### config.mk
export PLATFORM = sky130hd
export DESIGN_NAME = cpu_run_ctrl
export DESIGN_NICKNAME = d
export VERILOG_FILES = /design/src/rtl/cpu_run_pkg.sv /design/src/rtl/cpu_run_ctrl_fifo.sv /design/src/rtl/cpu_run_ctrl.sv
export SDC_FILE = /design/constraint.sdc
export NUM_CORES = 2
export LEC_CHECK = 0
export ABC_AREA = 0
export CORE_MARGIN = 8
export CORE_UTILIZATION = 35
export CTS_CLUSTER_DIAMETER = 200
export DETAILED_ROUTE_END_ITERATION = 12
export SYNTH_ARGS = -nofsm -noshare
export SYNTH_HDL_FRONTEND = slang
export SYNTH_SLANG_ARGS = --single-unit
### constraint.sdc
create_clock -name clock -period 51.3 [get_ports clock]
set_clock_uncertainty 0.15 [all_clocks]
set_input_delay 7.695 -clock clock [delete_from_list [all_inputs] [get_ports clock]]
set_output_delay 7.695 -clock clock [all_outputs]
set_load 0.05 [all_outputs]
### src/rtl/cpu_run_pkg.sv
// Shared definitions for the CPU run controller: run states, stop-cause
// codes, the default halt encoding and the stop-cause priority helper.
package cpu_run_pkg;

   typedef enum logic [1:0] {
      ST_IDLE  = 2'd0,
      ST_RUN   = 2'd1,
      ST_DRAIN = 2'd2,
      ST_DONE  = 2'd3
   } run_state_e;

   localparam logic [1:0] CAUSE_NONE    = 2'd0;
   localparam logic [1:0] CAUSE_HALT    = 2'd1;
   localparam logic [1:0] CAUSE_STALL   = 2'd2;
   localparam logic [1:0] CAUSE_TIMEOUT = 2'd3;

   localparam logic [31:0] DEFAULT_HALT_INSTR = 32'h0000000C;

   // Halt wins over stall, stall wins over timeout.
   function automatic logic [1:0] stop_cause(input logic halt, input logic stall);
      if (halt)
         return CAUSE_HALT;
      else if (stall)
         return CAUSE_STALL;
      else
         return CAUSE_TIMEOUT;
   endfunction

endpackage

### src/rtl/cpu_run_ctrl_fifo.sv
// trace_fifo: show-ahead FIFO holding trace entries. The head entry is
// visible the cycle after it is written into an empty FIFO and stays stable
// until popped. A push into a full FIFO without a simultaneous pop is dropped
// and reported with a one-cycle overflow pulse.
module trace_fifo #(
   parameter int WIDTH = 8,
   parameter int DEPTH = 16
) (
   input  logic             clock,
   input  logic             reset,
   input  logic             clear,
   input  logic             push,
   input  logic [WIDTH-1:0] push_data,
   output logic             full,
   output logic             valid,
   input  logic             ready,
   output logic [WIDTH-1:0] head_data,
   output logic             overflow
);

   localparam int AW = (DEPTH > 1) ? $clog2(DEPTH) : 1;
   localparam logic [AW:0] FULL_COUNT = (AW+1)'(DEPTH);

   logic [WIDTH-1:0] mem [DEPTH];
   logic [AW-1:0]    wr_ptr_reg;
   logic [AW-1:0]    rd_ptr_reg;
   logic [AW:0]      count_reg;
   logic             do_push;
   logic             do_pop;

   assign valid     = (count_reg != '0);
   assign full      = (count_reg == FULL_COUNT);
   assign do_pop    = valid && ready;
   // A pop in the same cycle frees the slot a full FIFO needs for the push.
   assign do_push   = push && (!full || do_pop);
   assign overflow  = push && full && !do_pop;
   assign head_data = mem[rd_ptr_reg];

   // Entry storage; contents are meaningless until counted, so no reset.
   always_ff @(posedge clock) begin
      if (do_push)
         mem[wr_ptr_reg] <= push_data;
   end

   // Pointers wrap naturally because DEPTH is a power of two.
   always_ff @(posedge clock) begin
      if (reset || clear) begin
         wr_ptr_reg <= '0;
         rd_ptr_reg <= '0;
         count_reg  <= '0;
      end else begin
         if (do_push)
            wr_ptr_reg <= wr_ptr_reg + AW'(1);
         if (do_pop)
            rd_ptr_reg <= rd_ptr_reg + AW'(1);
         case ({do_push, do_pop})
            2'b10:   count_reg <= count_reg + (AW+1)'(1);
            2'b01:   count_reg <= count_reg - (AW+1)'(1);
            default: count_reg <= count_reg;
         endcase
      end
   end

endmodule

### src/rtl/cpu_run_ctrl.sv
// cpu_run_ctrl: starts a CPU run, ends it on halt / pc stall / timeout and
// captures one trace entry per retired pc into trace_fifo for a downstream
// consumer. Optional macro CPU_RUN_CTRL_REGDIFF_EN adds a per-entry
// register-change mask (trace_diff_mask) and also pushes when only watched
// registers change.
module cpu_run_ctrl
   import cpu_run_pkg::*;
#(
   parameter int PC_WIDTH    = 32,
   parameter int INSTR_WIDTH = 32,
   parameter int DATA_WIDTH  = 32,
   parameter int NUM_WATCH   = 4,
   parameter int TRACE_DEPTH = 16,
   parameter int MAX_CYCLES  = 60,
   parameter int STALL_LIMIT = 4,
   parameter logic [INSTR_WIDTH-1:0] HALT_INSTR = INSTR_WIDTH'(DEFAULT_HALT_INSTR)
) (
   input  logic                              clock,
   input  logic                              reset,
   input  logic                              go,
   output logic                              cpu_start,
   input  logic [PC_WIDTH-1:0]               pc,
   input  logic [INSTR_WIDTH-1:0]            instr,
   input  logic [NUM_WATCH*DATA_WIDTH-1:0]   watch_regs,
   output logic                              trace_valid,
   input  logic                              trace_ready,
   output logic [PC_WIDTH-1:0]               trace_pc,
   output logic [INSTR_WIDTH-1:0]            trace_instr,
   output logic [NUM_WATCH*DATA_WIDTH-1:0]   trace_regs,
   output logic                              busy,
   output logic                              done,
   output logic [1:0]                        done_cause,
   output logic [$clog2(MAX_CYCLES+1)-1:0]   cycle_count,
`ifdef CPU_RUN_CTRL_REGDIFF_EN
   output logic [NUM_WATCH-1:0]              trace_diff_mask,
`endif
   output logic                              trace_overflow
);

   localparam int CC_W   = $clog2(MAX_CYCLES+1);
   localparam int SC_W   = $clog2(STALL_LIMIT+1);
   localparam int REGS_W = NUM_WATCH*DATA_WIDTH;
`ifdef CPU_RUN_CTRL_REGDIFF_EN
   localparam int ENTRY_W = PC_WIDTH + INSTR_WIDTH + REGS_W + NUM_WATCH;
`else
   localparam int ENTRY_W = PC_WIDTH + INSTR_WIDTH + REGS_W;
`endif

   run_state_e          state_reg, state_next;
   logic [CC_W-1:0]     cycle_reg;
   logic [SC_W-1:0]     stall_reg;
   logic [PC_WIDTH-1:0] prev_pc_reg;
   logic                first_reg;
   logic [1:0]          cause_reg;
   logic                overflow_reg;

   logic                start_run;
   logic                in_run;
   logic                pc_same;
   logic                halt_hit;
   logic                stall_hit;
   logic                timeout_hit;
   logic                stop;
   logic                push;
   logic [ENTRY_W-1:0]  push_data;
   logic [ENTRY_W-1:0]  head_data;
   logic                fifo_full;
   logic                fifo_valid;
   logic                fifo_overflow;

   assign start_run   = go && ((state_reg == ST_IDLE) || (state_reg == ST_DONE));
   assign in_run      = (state_reg == ST_RUN);
   assign pc_same     = !first_reg && (pc == prev_pc_reg);
   assign halt_hit    = (instr == HALT_INSTR);
   assign stall_hit   = (stall_reg == SC_W'(STALL_LIMIT-1));
   assign timeout_hit = (cycle_reg == CC_W'(MAX_CYCLES-1));
   assign stop        = in_run && (halt_hit || stall_hit || timeout_hit);

`ifdef CPU_RUN_CTRL_REGDIFF_EN
   logic [REGS_W-1:0]    prev_regs_reg;
   logic [NUM_WATCH-1:0] diff_mask;

   genvar gi;
   generate
      for (gi = 0; gi < NUM_WATCH; gi++) begin : g_diff
         assign diff_mask[gi] = first_reg ||
            (watch_regs[gi*DATA_WIDTH +: DATA_WIDTH] != prev_regs_reg[gi*DATA_WIDTH +: DATA_WIDTH]);
      end
   endgenerate

   assign push      = in_run && (first_reg || !pc_same || (diff_mask != '0));
   assign push_data = {pc, instr, watch_regs, diff_mask};
   assign {trace_pc, trace_instr, trace_regs, trace_diff_mask} = head_data;

   // Remember the registers of the last pushed entry for change detection.
   always_ff @(posedge clock) begin
      if (reset)
         prev_regs_reg <= '0;
      else if (push)
         prev_regs_reg <= watch_regs;
   end
`else
   assign push      = in_run && (first_reg || !pc_same);
   assign push_data = {pc, instr, watch_regs};
   assign {trace_pc, trace_instr, trace_regs} = head_data;
`endif

   // Flushed on reset and at the start of every run.
   trace_fifo #(
      .WIDTH (ENTRY_W),
      .DEPTH (TRACE_DEPTH)
   ) u_fifo (
      .clock     (clock),
      .reset     (reset),
      .clear     (start_run),
      .push      (push),
      .push_data (push_data),
      .full      (fifo_full),
      .valid     (fifo_valid),
      .ready     (trace_ready),
      .head_data (head_data),
      .overflow  (fifo_overflow)
   );

   // Next-state selection for the run sequence.
   always_comb begin
      state_next = state_reg;
      case (state_reg)
         ST_IDLE, ST_DONE: if (go)          state_next = ST_RUN;
         ST_RUN:           if (stop)        state_next = ST_DRAIN;
         ST_DRAIN:         if (!fifo_valid) state_next = ST_DONE;
         default:                           state_next = ST_IDLE;
      endcase
   end

   // Run bookkeeping: counters, stop cause and sticky overflow.
   always_ff @(posedge clock) begin
      if (reset) begin
         state_reg    <= ST_IDLE;
         cycle_reg    <= '0;
         stall_reg    <= '0;
         prev_pc_reg  <= '0;
         first_reg    <= 1'b0;
         cause_reg    <= CAUSE_NONE;
         overflow_reg <= 1'b0;
      end else begin
         state_reg <= state_next;
         if (start_run) begin
            cycle_reg    <= '0;
            stall_reg    <= '0;
            prev_pc_reg  <= '0;
            first_reg    <= 1'b1;
            cause_reg    <= CAUSE_NONE;
            overflow_reg <= 1'b0;
         end else begin
            if (in_run) begin
               first_reg   <= 1'b0;
               prev_pc_reg <= pc;
               if (!pc_same)
                  stall_reg <= '0;
               else if (stall_reg != '1)
                  stall_reg <= stall_reg + SC_W'(1);
               // The count freezes on the stopping cycle.
               if (stop)
                  cause_reg <= stop_cause(halt_hit, stall_hit);
               else if (cycle_reg != '1)
                  cycle_reg <= cycle_reg + CC_W'(1);
            end
            if (fifo_overflow)
               overflow_reg <= 1'b1;
         end
      end
   end

   assign cpu_start      = (state_reg == ST_RUN);
   assign busy           = (state_reg == ST_RUN) || (state_reg == ST_DRAIN);
   assign done           = (state_reg == ST_DONE);
   assign done_cause     = cause_reg;
   assign cycle_count    = cycle_reg;
   assign trace_valid    = fifo_valid;
   assign trace_overflow = overflow_reg;

   // fifo_full is informational here; overflow reporting comes from the FIFO.
   logic unused_full;
   assign unused_full = fifo_full;

endmodule

==> results.md <==
* Switch share at 26.51%
* Top delay family on crit path: buffers and inverters
* Commonest non-fill, non-tap cell in the layout: edfxtp_1
* Die W at 597.8 um
* CTS H-tree lvls at 5
* PD cells at 45.67 nW/um^2
* Slew headroom at 17.68%
* Crit path max fanout at 96
* Stages on worst setup path at 10
* Clock share of power at 36.2%
* Row count at 213
* Commonest cells after routing, fill and taps aside: edfxtp_1 (3072), mux4_2 (928), clkdlybuf4s50_1 (400), clkbuf_16 (338), buf_4 (106)
* Number of global-route vias before repair at 56260
* Crit-path slowest cell: buf_4
* YS warnings at 0
* Router iterations before antenna repair at 5
* EDFF count, synth at 3072
* Core Util, Final at 41.17%
* Sequential group share of total power at 46.3%
* Post-synthesis sequential area ratio at 78.94%
* Via Count at 53360
* Final Wtd Congestion at 0.7081
* GRT Total Usage at 15.51%
* Setup TNS at 0 ps
* Core footprint at 336900 um^2
* Leakage at 41.14 nW
* First-pass GRT wire length at 406700 um
* I/O pins at 401
* Post-Syn Nets at 4930
* Tmin final at 16910 ps
* # hold bufs at CTS at 0
* Clock transition at the registers of the reported paths at 60 ps
* Commonest register cell after synthesis: edfxtp_1
* Max FFs per register at 3072
* Starting density of the core at 35.17%
* Crit end category: primary output
* Die H at 597.8 um
* Worst Setup Path Type: reg -> out
* CTS max path bufs at 4
* Post-DR wirelength/cell at 28.11 um
* Crit path DAT at 9060 ps
* Worst Hold Class: reg -> reg
* Largest net degree at the start of global routing at 161
* # port buffers at 400
* Final HPWL DP at 147800 um
* Switching pwr at 1.679 mW
* Critical path's largest stage delay at 860 ps
* Ys async rst share at 0%
* Clock sinks at 3136
* # Post-CTS Setup Buffers at 0
* Worst Path Required at 43460 ps
* Drt first-iter violations at 4930
* Total Routed Length at 285000 um
* Syn Area/Cell at 25.12 um^2
* Share of layout cells above drive strength 1 at 27.44%
* CTS tree: built
* Seq. cell area at 93540 um^2
* Fin crit share at 32.95%
* Total grt overflow at 0
* Gates resized, CTS repair at 0
* Outcome: completed
* Clk root buf: clkbuf_16
* Worst skew pair latency at 920 ps
* Count of cell types in the netlist at 43
* Most used cell, CP: buf_4
* Slew Limit Fails at 0
* Fmax at 59.15 MHz
* Worst Setup Start Kind: flip-flop
* WHS Path Cells at 2
* Mapped Cells at 4717
* Internal power at 4.655 mW
* Area Overhead vs Synth at 17.05%
* DRC at 0
* Initial antenna violation count at 51
* #FFs+latches synth at 3136
* DIE AREA at 357400 um^2
* Final hold vios at 0
* Final setup violation count at 0
* Number of max-cap violations at 0
* Comb power frac at 17.5%
* Fill cell count at 29080
* Num CTS Buffers at 333
* Vias/cell at 5.263
* R2R depth at 10
* Post-route ant nets at 0
* CP cell instances: buf_4 > buf_4 > buf_4 > buf_4 > buf_12 > buf_4 > buf_4 > mux4_2 > mux4_2 > clkdlybuf4s50_1
* RSZ-0062 raised after global routing: no
* Worst slew pin tran at 1232 ps
* Area of the multi-input gates at 23820 um^2
* Post-synthesis instance area at 118500 um^2
* Final nets at 5546
* Maximum vdd drop at 0.04389 mV
* Bufs and invs on worst path at 8
final timing paths:
check,from,end,slack [ps]
hold reg to reg,first_reg$_SDFFE_PP0P_,first_reg$_SDFFE_PP0P_,340
setup / recovery,flip-flop,trace_regs[112],34390
hold / removal,first_reg$_SDFFE_PP0P_,first_reg$_SDFFE_PP0P_,340
setup reg to reg,state_reg[0]$_SDFFE_PP0P_,u_fifo.mem[11][43]$_DFFE_PP_,44850
worst reg2reg max path: stages, from the launching register on:
cell and delay, ps:
dfxtp_1 410, ha_2 220, buf_4 550, inv_1 290
a41oi_4 420, and2_1 350, nand3_1 380, nor2_4 1060
buf_4 690, buf_4 840, buf_4 670
cell type report:
cell class,count,area share (%)
Sequential cell,3136,67.45
Multi-Input combinational cell,1322,17.18
Clock buffer,419,6.333
Tap cell,4515,4.073
Timing Repair Buffer,521,3.677
Clock inverter,185,1.195
Inverter,19,0.05143
Antenna cell,22,0.03970
synth_stat cells, types with 3 or more instances:
cell	count	share of area, %
a211oi_1	35	0.22
a21o_1	5	0.032
a21oi_1	41	0.17
a31oi_1	3	0.016
buf_1	28	0.089
buf_2	66	0.28
buf_4	34	0.22
buf_6	7	0.067
clkbuf_1	105	0.33
dfxtp_1	64	1.1
edfxtp_1	3072	78
ha_1	16	0.17
inv_1	19	0.060
mux2i_1	70	0.59
mux4_2	928	18
nand2_1	16	0.051
nand2b_1	4	0.021
nand4_1	14	0.074
nor2_1	66	0.21
nor2b_1	36	0.19
nor3_1	5	0.021
nor4_1	11	0.058
o21ai_0	6	0.025
xnor2_1	31	0.23
xor2_1	11	0.081
through the flow:
stage	total power [mW]	setup slack (ps)	instances	area, um^2	hold WS, ps
floorplan	3.795	23390	4717	118500	279.8
global route	6.555	33400	10130	138600	368.2
detailed placement	4.125	34930	9513	128200	324.2
global placement	4.111	34940	9513	128200	324.3
finish	6.334	34390	10140	138700	335.9
CTS	6.421	33900	10120	138600	340.7
logic make-up after synthesis:
group,share of synthesized area (%)
muxes,18.25
AOI/OAI and AO/OA,0.5407
DFF,78.94
xor gates and xnor gates,0.3105
buffers and inverters,1.042
adders and majority gates,0.1859
and+or+nand+nor,0.7276
power groups by stage:
stage | clock network, mW | logic, mW | registers [mW]
global route | 2.44 | 1.18 | 2.94
global placement | 0 | 1.13 | 2.98
detailed placement | 0 | 1.14 | 2.99
finish | 2.29 | 1.11 | 2.93
floorplan | 0 | 0.766 | 3.03
CTS | 2.35 | 1.14 | 2.93
metal layers:
metal	share of wire [%]	routed length, um	GRT usage, %
met5	0.063	180	0
met4	2.5	7234	4.196
met3	6.2	17650	2.886
met2	50	142200	26.13
met1	41	117800	20.78
(Power assumes the default switching activity.)
